## src/rtl/msk_add_wtk_seq_pkg.sv

```systemverilog
// Shared definitions for the masked add-tweakey sequencer: LFSR seed and step,
// plus the bit/share index helper for the interleaved sharing layout.
package msk_add_wtk_seq_pkg;

    localparam logic [3:0] LFSR_SEED = 4'b0001;

    function automatic logic [3:0] lfsr_step(input logic [3:0] w);
        return {w[2:0], w[3] ^ w[2]};
    endfunction

    // Bit b of share j lives at d*b+j in a sharing bundle.
    function automatic int unsigned share_idx(input int unsigned b, input int unsigned j,
                                              input int unsigned d);
        return d * b + j;
    endfunction

endpackage

```

## src/rtl/msk_wtk_sched.sv

```systemverilog
// Step schedule for the masked add-tweakey sequencer: step counter, round
// constant LFSR, public tweak register and odd/even control.
module msk_wtk_sched
    import msk_add_wtk_seq_pkg::*;
#(
    parameter int unsigned Nbits  = 128,
    parameter int unsigned NSTEPS = 12
) (
    input  logic             clk,
    input  logic             rst_n,
    input  logic             start,
    input  logic [Nbits-1:0] tweak_in,
    input  logic             advance,
    output logic             busy,
    output logic [5:0]       step_idx,
    output logic [3:0]       w,
    output logic             odd,
    output logic [Nbits-1:0] delta,
    output logic             last_step
);

    localparam int unsigned H = Nbits / 2;

    logic             busy_q, busy_d;
    logic [5:0]       step_q, step_d;
    logic [3:0]       w_q, w_d;
    logic [Nbits-1:0] delta_q, delta_d;

    assign busy      = busy_q;
    assign step_idx  = step_q;
    assign w         = w_q;
    assign delta     = delta_q;
    assign odd       = step_q[0];
    assign last_step = (step_q == 6'(NSTEPS - 1));

    always_comb begin
        busy_d  = busy_q;
        step_d  = step_q;
        w_d     = w_q;
        delta_d = delta_q;
        if (start) begin
            busy_d  = 1'b1;
            step_d  = '0;
            w_d     = LFSR_SEED;
            delta_d = tweak_in;
        end else if (advance) begin
            w_d = lfsr_step(w_q);
            // The tweak only evolves after it has been consumed on an odd step.
            if (odd) begin
                delta_d = {delta_q[H-1:0], delta_q[Nbits-1:H] ^ delta_q[H-1:0]};
            end
            if (last_step) begin
                step_d = '0;
                busy_d = 1'b0;
            end else begin
                step_d = step_q + 6'd1;
            end
        end
    end

    always_ff @(posedge clk or negedge rst_n) begin
        if (!rst_n) begin
            busy_q  <= 1'b0;
            step_q  <= '0;
            w_q     <= LFSR_SEED;
            delta_q <= '0;
        end else begin
            busy_q  <= busy_d;
            step_q  <= step_d;
            w_q     <= w_d;
            delta_q <= delta_d;
        end
    end

endmodule

```

## src/rtl/msk_add_wtk_seq.sv

```systemverilog
// Masked add-round-tweakey sequencer: one step per accepted input, registered
// output with valid/ready handshake and last-step marking.
module msk_add_wtk_seq
    import msk_add_wtk_seq_pkg::*;
#(
    parameter int unsigned Nbits  = 128,
    parameter int unsigned d      = 2,
    parameter int unsigned NSTEPS = 12
) (
    input  logic               clk,
    input  logic               rst_n,
    input  logic               start,
    input  logic [Nbits-1:0]   tweak_in,
    input  logic               in_valid,
    output logic               in_ready,
    input  logic [d*Nbits-1:0] sharing_bundle_in,
    input  logic [d*Nbits-1:0] sharing_K,
    output logic               out_valid,
    input  logic               out_ready,
    output logic [d*Nbits-1:0] sharing_bundle_out,
    output logic [5:0]         step_idx,
    output logic               busy,
    output logic               last_out
);

    localparam int unsigned R = Nbits / 4;

    logic               xfer;
    logic [3:0]         w;
    logic               odd;
    logic [Nbits-1:0]   delta;
    logic               last_step;
    logic [Nbits-1:0]   pub;
    logic [d*Nbits-1:0] res;

    logic               out_valid_q;
    logic               last_q;
    logic [d*Nbits-1:0] out_q;

    assign in_ready           = busy && (!out_valid_q || out_ready) && !start;
    assign xfer               = in_valid && in_ready;
    assign out_valid          = out_valid_q;
    assign last_out           = last_q;
    assign sharing_bundle_out = out_q;

    msk_wtk_sched #(
        .Nbits  (Nbits),
        .NSTEPS (NSTEPS)
    ) u_sched (
        .clk       (clk),
        .rst_n     (rst_n),
        .start     (start),
        .tweak_in  (tweak_in),
        .advance   (xfer),
        .busy      (busy),
        .step_idx  (step_idx),
        .w         (w),
        .odd       (odd),
        .delta     (delta),
        .last_step (last_step)
    );

    // Public part of this step's tweakey: tweak on odd steps plus the row constants.
    always_comb begin
        pub = odd ? delta : '0;
        for (int unsigned r = 0; r < 4; r++) begin
            pub[R*r] = pub[R*r] ^ w[r];
        end
    end

    // Public values enter share 0 only; key shares are added share-wise on odd steps.
    always_comb begin
        res = sharing_bundle_in;
        for (int unsigned b = 0; b < Nbits; b++) begin
            for (int unsigned j = 0; j < d; j++) begin
                if (j == 0) begin
                    res[share_idx(b, j, d)] = sharing_bundle_in[share_idx(b, j, d)] ^ pub[b]
                                            ^ (odd & sharing_K[share_idx(b, j, d)]);
                end else begin
                    res[share_idx(b, j, d)] = sharing_bundle_in[share_idx(b, j, d)]
                                            ^ (odd & sharing_K[share_idx(b, j, d)]);
                end
            end
        end
    end

    always_ff @(posedge clk or negedge rst_n) begin
        if (!rst_n) begin
            out_valid_q <= 1'b0;
            last_q      <= 1'b0;
            out_q       <= '0;
        end else if (xfer) begin
            out_valid_q <= 1'b1;
            last_q      <= last_step;
            out_q       <= res;
        end else if (out_valid_q && out_ready) begin
            out_valid_q <= 1'b0;
            last_q      <= 1'b0;
        end
    end

endmodule

```

## config.mk

```make
export PLATFORM = sky130hd
export DESIGN_NAME = msk_add_wtk_seq
export DESIGN_NICKNAME = d
export VERILOG_FILES = /design/src/rtl/msk_add_wtk_seq_pkg.sv /design/src/rtl/msk_wtk_sched.sv /design/src/rtl/msk_add_wtk_seq.sv
export SDC_FILE = /design/constraint.sdc
export NUM_CORES = 1
export LEC_CHECK = 0
export CAP_MARGIN = 10
export CORE_AREA = 2 2 350 352
export CTS_BUF_LIST = sky130_fd_sc_hd__clkbuf_16
export CTS_CLUSTER_DIAMETER = 60
export DETAILED_ROUTE_END_ITERATION = 6
export DIE_AREA = 0 0 352 354
export GPL_TIMING_DRIVEN = 1
export PLACE_DENSITY = 0.52
export SETUP_SLACK_MARGIN = 0.5
export SLEW_MARGIN = 20
export SYNTH_ARGS = -nofsm -noshare
export SYNTH_HDL_FRONTEND = slang
export SYNTH_HIERARCHICAL = 1
export SYNTH_SLANG_ARGS = --single-unit
```

## constraint.sdc

```tcl
create_clock -name clk -period 2.95 [get_ports clk]
set_input_delay 0.4425 -clock clk [delete_from_list [all_inputs] [get_ports clk]]
set_output_delay 0.4425 -clock clk [all_outputs]
set_load 0.02 [all_outputs]
```

# [Yosys cells after proc, flatten, opt, wreduce, memory -nomap -nowiden]
# Cells that the tools add are included.
[classes] mux=15 eq_ne=1 n_reduce_logical=13 bitwise_logic=646 n_addsub=1
[op_table] cell="128-bit two-way mux" n=4
[op_table] cell="1-bit bitwise XOR" n=389
[op_table] cell="1-bit AND" n=256
[op_table] cell="64-bit bitwise XOR" n=1
[op_table] cell="6-bit two-way mux" n=3
[op_table] cell="4-bit two-way mux" n=2
[op_table] cell="2-bit nonzero test" n=4
[op_table] cell="6-bit by 1-bit adder with 6-bit output (second input constant)" n=1
[op_table] cell="6-bit by 4-bit equality test with 1-bit output (second input constant)" n=1
[op_table] cell="1-bit two-way mux" n=6
[op_table] cell="1-bit logical AND" n=4
[op_table] cell="2-bit AND reduction" n=2
[op_table] cell="1-bit zero test" n=2
[op_table] cell="1-bit logical OR" n=1
[word_totals] in_bits=645 wordCells=683 output_inout_bits=266 ff_bits=397

# [Logic depth before layout (Yosys ltp)]
[depth] word_depth=7 ltp_mapped=13 ltp_nobuf=6

# [Hierarchy]
# The synthesis kept the hierarchy.
[modules_own_cells] mod="msk_add_wtk_seq" seq_area_each_um2=6456.2 instances=1 area_per_inst_um2=14587.7 cells_per_inst=1409
[modules_own_cells] mod="msk_wtk_sched" seq_area_each_um2=3479.6 instances=1 area_per_inst_um2=6628.9 cells_per_inst=678

# [Worst setup path before layout]
# Ideal clock, no wire load.
[synth_timing] path_kind="flip-flop to flip-flop" from="register u_sched.busy_q, in the netlist u_sched/busy" to="register u_sched.busy_q, in the netlist u_sched/busy" setup_ns=0.124 slack_ns=0.491 arrival_time_ns=2.335 synth_period_minus_slack_ns=2.459 t_required_ns=2.826 path_buffers=7 stages_incl_launch_ff=13 cell_sequence="dfrtp_1 > nor2b_1 > buf_4 > nand3_4 > inv_4 > buf_6 > buf_6 > buf_6 > buf_2 > buf_2 > buf_2 > a41oi_1 > or2_1"
[synth_via] elab_chain_cells=5
[synth_rtl] element="start, declared" line="msk_wtk_sched.sv:24" source="logic busy_q, busy_d;"
[synth_rtl] element="start signal, assigned" line="msk_wtk_sched.sv:68" source="busy_q <= busy_d;"
[synth_rtl] element="1-bit logical AND (2 in a row)" line="msk_add_wtk_seq.sv:40" source="assign in_ready = busy && (!out_valid_q || out_ready) && !start;"
[synth_rtl] element="1-bit logical AND" line="msk_add_wtk_seq.sv:41" source="assign xfer = in_valid && in_ready;"
[synth_rtl] element="named net xfer" line="msk_add_wtk_seq.sv:28" source="logic xfer;"
[synth_rtl] element="2-bit nonzero test (no source line)"
[synth_rtl] element="2-bit AND reduction (no source line)"
# The timed path passes the listed nets, and every way through them passes these cells.
# A chain may end at the register's enable or synchronous reset.

# [Worst setup path after layout]
[layout_timing] from="register out_q[126], in the netlist sharing_bundle_out[126]" to="output port sharing_bundle_out[126]"
[layout_lines] element="start, declared" line="msk_add_wtk_seq.sv:38" source="logic [d*Nbits-1:0] out_q;"
[layout_lines] element="start signal, assigned" line="msk_add_wtk_seq.sv:95" source="out_q <= res;"
[layout_lines] element="end, declared" line="msk_add_wtk_seq.sv:20" source="output logic [d*Nbits-1:0] sharing_bundle_out,"
# No word-level cell between the ends.

==> results.txt <==
----------------------------------------------------
[Outcome]
  Run status ... finished, final reports clean

[Placement]
  Estimated wirelength of the detail-placed design ... 75700 um
  Quantity of I/O buffers inserted on ports ... 910
  Final estimated routing congestion in global placement ... about 0.9

[Timing]
  Worst-case headroom to the max-slew limit ... 0.392
  Sum of negative setup slack ... 0 ns
  Least-Margin Pin Slew ... a little over 0.9 ns
  Final Max Tran Viols ... 0
  Post-route fraction of the period consumed by the critical path ... 0.790
  Final number of setup-violating endpoints ... 0
  Fmax ... approximately 0.43 GHz
  Final setup skew ... ~0.014 ns
  Count of final hold-check violations ... 0
  Post-layout minimum cycle time ... 2.33 ns
  Unrepaired setup endpoints after global routing ... no

[Die]
  Die Y-Extent ... roughly 350 um
  Starting density of the core ... 0.175
  Die outline area ... approximately 0.12 mm2
  Cell row count ... 128
  Count of boundary I/O pins ... between 900 and 1000
  Die extent in x ... 352 um
  Area of the core ... about 0.12 mm2

[GRT]
  Wire length of the first global-routing pass ... around 140000 um
  Initial antenna violation count ... 23
  GRT Util Overall ... 0.155
  Sum of overflow across all layers after global routing ... 0
  Number of global-route vias before repair ... approximately 20000
  Maximum number of pins on one net before global-route repair ... around 150

[Setup path]
  Largest fanout on the critical path ... 2
  Cell-by-cell trace of the critical path ... clkdlybuf4s50_1
  Cell class contributing the biggest share of worst-path delay ... buffers and inverters
  Maximum cell stage delay along the critical path ... 0.75 ns
  Critical path type ... flip-flop to primary output
  CP bufs+invs ... 1
  Critical path startpoint category ... flip-flop
  Highest-delay cell along the critical path ... sky130_fd_sc_hd__clkdlybuf4s50_1
  Arrival time reported for the critical path endpoint ... 1.89 ns
  Element type at the critical path end ... primary output
  Worst Path Required ... 2.51 ns

[Clock tree]
  CTS max path bufs ... 3
  CTS Root Buffer Type ... sky130_fd_sc_hd__clkbuf_16
  Clock input transition at the sequential cells of the worst setup and hold paths ... approximately 0.060 ns
  Clock tree from TritonCTS ... done
  Clock buffer count from CTS ... 57
  H-tree depth reported by CTS ... 2
  Worst skew pair latency ... ~0.62 ns
  Number of sinks driven by the clock tree ... 397

[Detailed routing]
  Topmost layer with routed signal wires ... met5
  Violation count after the first detailed-route iteration ... roughly 1200
  Post-route met1 wirelength ... 42900 um
  Number of remaining DRC errors ... 0
  Met3 layer wire length in the routed design ... 7380 um
  Per-cell via count in the routed design ... ~4.2
  Number of detailed-route iterations in the first pass ... 5
  WL/cell ... between 20 and 25 um
  Drt total wl ... about 100000 um
  Via Count ... 19600
  Met2 WL ... 47400 um
  Routed Antenna Nets ... 0

[Pwr]
  Total power ... between 15 and 20 mW
  LEAKAGE ... 13.0 nW
  Power per unit of standard cell area ... approximately 580 mW/mm2
  Peak VDD IR ... roughly 0.00040 V

[Synth]
  Mapped Nets ... ~2700
  Combined area of all synthesized cells ... approximately 0.021 mm2
  Synthesis Warnings ... 6
  Number of flip-flops and latches in the synthesized netlist ... a little under 400
  Cell variety after synth ... 40
  Sequential share of the synthesized area ... 0.468
  Average cell area after synthesis ... just over 10 um2
  Gate count of the mapped netlist ... between 2000 and 2500

[Run]
  Number of max-cap violations ... 0

[Cells and area]
  Area added between synthesis and finish ... 60.8%
  Share of post-route cells with drive strength above 1 ... 0.100
  Final net count ... between 3000 and 4000
  Final core occ ... 0.282

[Min path]
  HP Class ... input port to flip-flop

----------------------------------------------------
[cells by family (layout without fill, tap and decap cells)]
| group | Yosys count | in the layout | share of synthesized area |
|---|---|---|---|
| AO/OA/AOI/OAI | 523 | 523 | 0.141 |
| XOR/XNOR | 327 | 327 | 0.135 |
| adder cells (fa/ha/maj) | 1 | 1 | 0.000590 |
| buffers and inverters | 169 | 1091 | 0.0441 |
| flip-flops | 397 | 397 | 0.468 |
| multiplexers | 197 | 197 | 0.106 |
| other | 0 | 18 | 0 |
| AND/OR/NAND/NOR | 473 | 473 | 0.104 |
[where the power goes]
part           leakage (nW)  switching, mW  internal [mW]  total [mW]
clock                 0.925           2.79           3.85        6.64
combinational          7.39           2.95           3.08        6.03
sequential             4.65          0.666           6.34        7.00
total                  13.0           6.40           13.3        19.7
[area by class of cell]
class                           instances  area, um2
Tap cell                             1625       2030
Timing Repair Buffer                  982       9890
Antenna cell                           18       45.0
Clock inverter                         46        352
Sequential cell                       397       9940
Clock buffer                           58       1450
Inverter                                5       36.3
Multi-Input combinational cell       1521      10400
Fill cell                           12700      86800
[sequential cells by signal, summed over array words and instances, names as in the netlist]
signal / count
out_valid: 1
u_sched/w: 4
last_out: 1
sharing_bundle_out: 256
u_sched/busy: 1
u_sched/delta: 128
u_sched/step_idx: 6
[layer usage]
layer / up-vias / global-route usage
met4: 4 / 0.0533
met3: 132 / 0.0459
met2: 675 / 0.250
met1: 9638 / 0.197
li1: 9188 / -
met5: - / 0
[worst paths after layout]
kind	start	end	slack, ns	cells past startpoint
hold / removal	in_valid	out_valid	0.26	3
setup reg to reg	u_sched/step_idx[0]	sharing_bundle_out[245]	0.78	6
setup / recovery	sharing_bundle_out[126]	sharing_bundle_out[126]	0.62	1
min in group asynchronous	rst_n	sharing_bundle_out[155]	0.34	2
max in group asynchronous	rst_n	u_sched/delta[78]	1.66	3
hold reg to reg	sharing_bundle_out[113]	sharing_bundle_out[113]	0.50	1
[placed cells by master (no fill, tap or decap), types with 5 or more instances in the layout]
cell type                         synthesis  final
sky130_fd_sc_hd__clkdlybuf4s50_1          0    904
sky130_fd_sc_hd__dfrtp_1                396    394
sky130_fd_sc_hd__nand2_1                261    261
sky130_fd_sc_hd__xnor2_1                253    253
sky130_fd_sc_hd__a31oi_1                248    248
sky130_fd_sc_hd__o21ai_1                129    129
sky130_fd_sc_hd__or3_1                  125    125
sky130_fd_sc_hd__o21ai_0                124    124
sky130_fd_sc_hd__mux2_2                  96     96
sky130_fd_sc_hd__xor2_1                  74     74
sky130_fd_sc_hd__mux2i_1                 68     68
sky130_fd_sc_hd__nand3_1                 64     64
sky130_fd_sc_hd__clkbuf_16                0     58
sky130_fd_sc_hd__buf_4                    8     53
sky130_fd_sc_hd__mux2_4                  33     33
sky130_fd_sc_hd__diode_2                  0     18
sky130_fd_sc_hd__buf_12                   0     18
sky130_fd_sc_hd__inv_1                    2     14
sky130_fd_sc_hd__o31ai_1                  8      8
sky130_fd_sc_hd__nor2_1                   8      8
sky130_fd_sc_hd__a21oi_1                  7      7
sky130_fd_sc_hd__inv_6                    0      7
sky130_fd_sc_hd__clkinv_1                 0      7
sky130_fd_sc_hd__clkinv_2                 0      7
sky130_fd_sc_hd__clkinv_4                 0      6
sky130_fd_sc_hd__and3_1                   5      5
[metrics by stage]
stage | hold slack, ns | setup slack (ns) | instances | area (um2)
2_1_floorplan | 0.147 | 0.548 | 2087 | 21200
3_3_place_gp | 0.452 | 0.451 | 4524 | 32200
3_5_place_dp | 0.444 | 0.395 | 4524 | 32200
4_1_cts | 0.203 | 0.504 | 4634 | 34100
5_1_grt | 0.240 | 0.500 | 4649 | 34100
6_report | 0.262 | 0.621 | 4652 | 34100
[what timing repair did]
| item | 4_1_cts | 5_1_grt |
|---|---|---|
| setup endpoints to repair | 4 | 0 |
| hold endpoints to repair | 42 | 0 |
| gates resized for setup | 4 | 0 |
| hold buffers | 1 | 0 |
| setup buffers | 5 | 0 |
[synthesized netlist by cell type (all sizes together)]
master   instances  share of area
mux2i           68          0.032
a211oi           1        0.00035
nor2b            2        0.00059
mux2           129          0.074
a21oi            7         0.0017
clkbuf          80          0.014
or2              2        0.00059
dfstp            1         0.0012
a311o            1        0.00047
nand2b           2        0.00059
a221oi           1        0.00071
inv              5         0.0010
nand4            1        0.00030
or3            125          0.037
and3             5         0.0015
o21ai          253          0.060
a211o            1        0.00041
xor2            74          0.031
nand3           65          0.016
o2111ai          1         0.0012
a41oi            1        0.00041
buf             84          0.029
nor3             1        0.00024
a21boi           1        0.00035
nand2          262          0.046
o31ai            8         0.0028
nor2             8         0.0014
xnor2          253           0.10
a31oi          248          0.073
dfrtp          396           0.47
ha               1        0.00059
(Power assumes the default switching activity.)
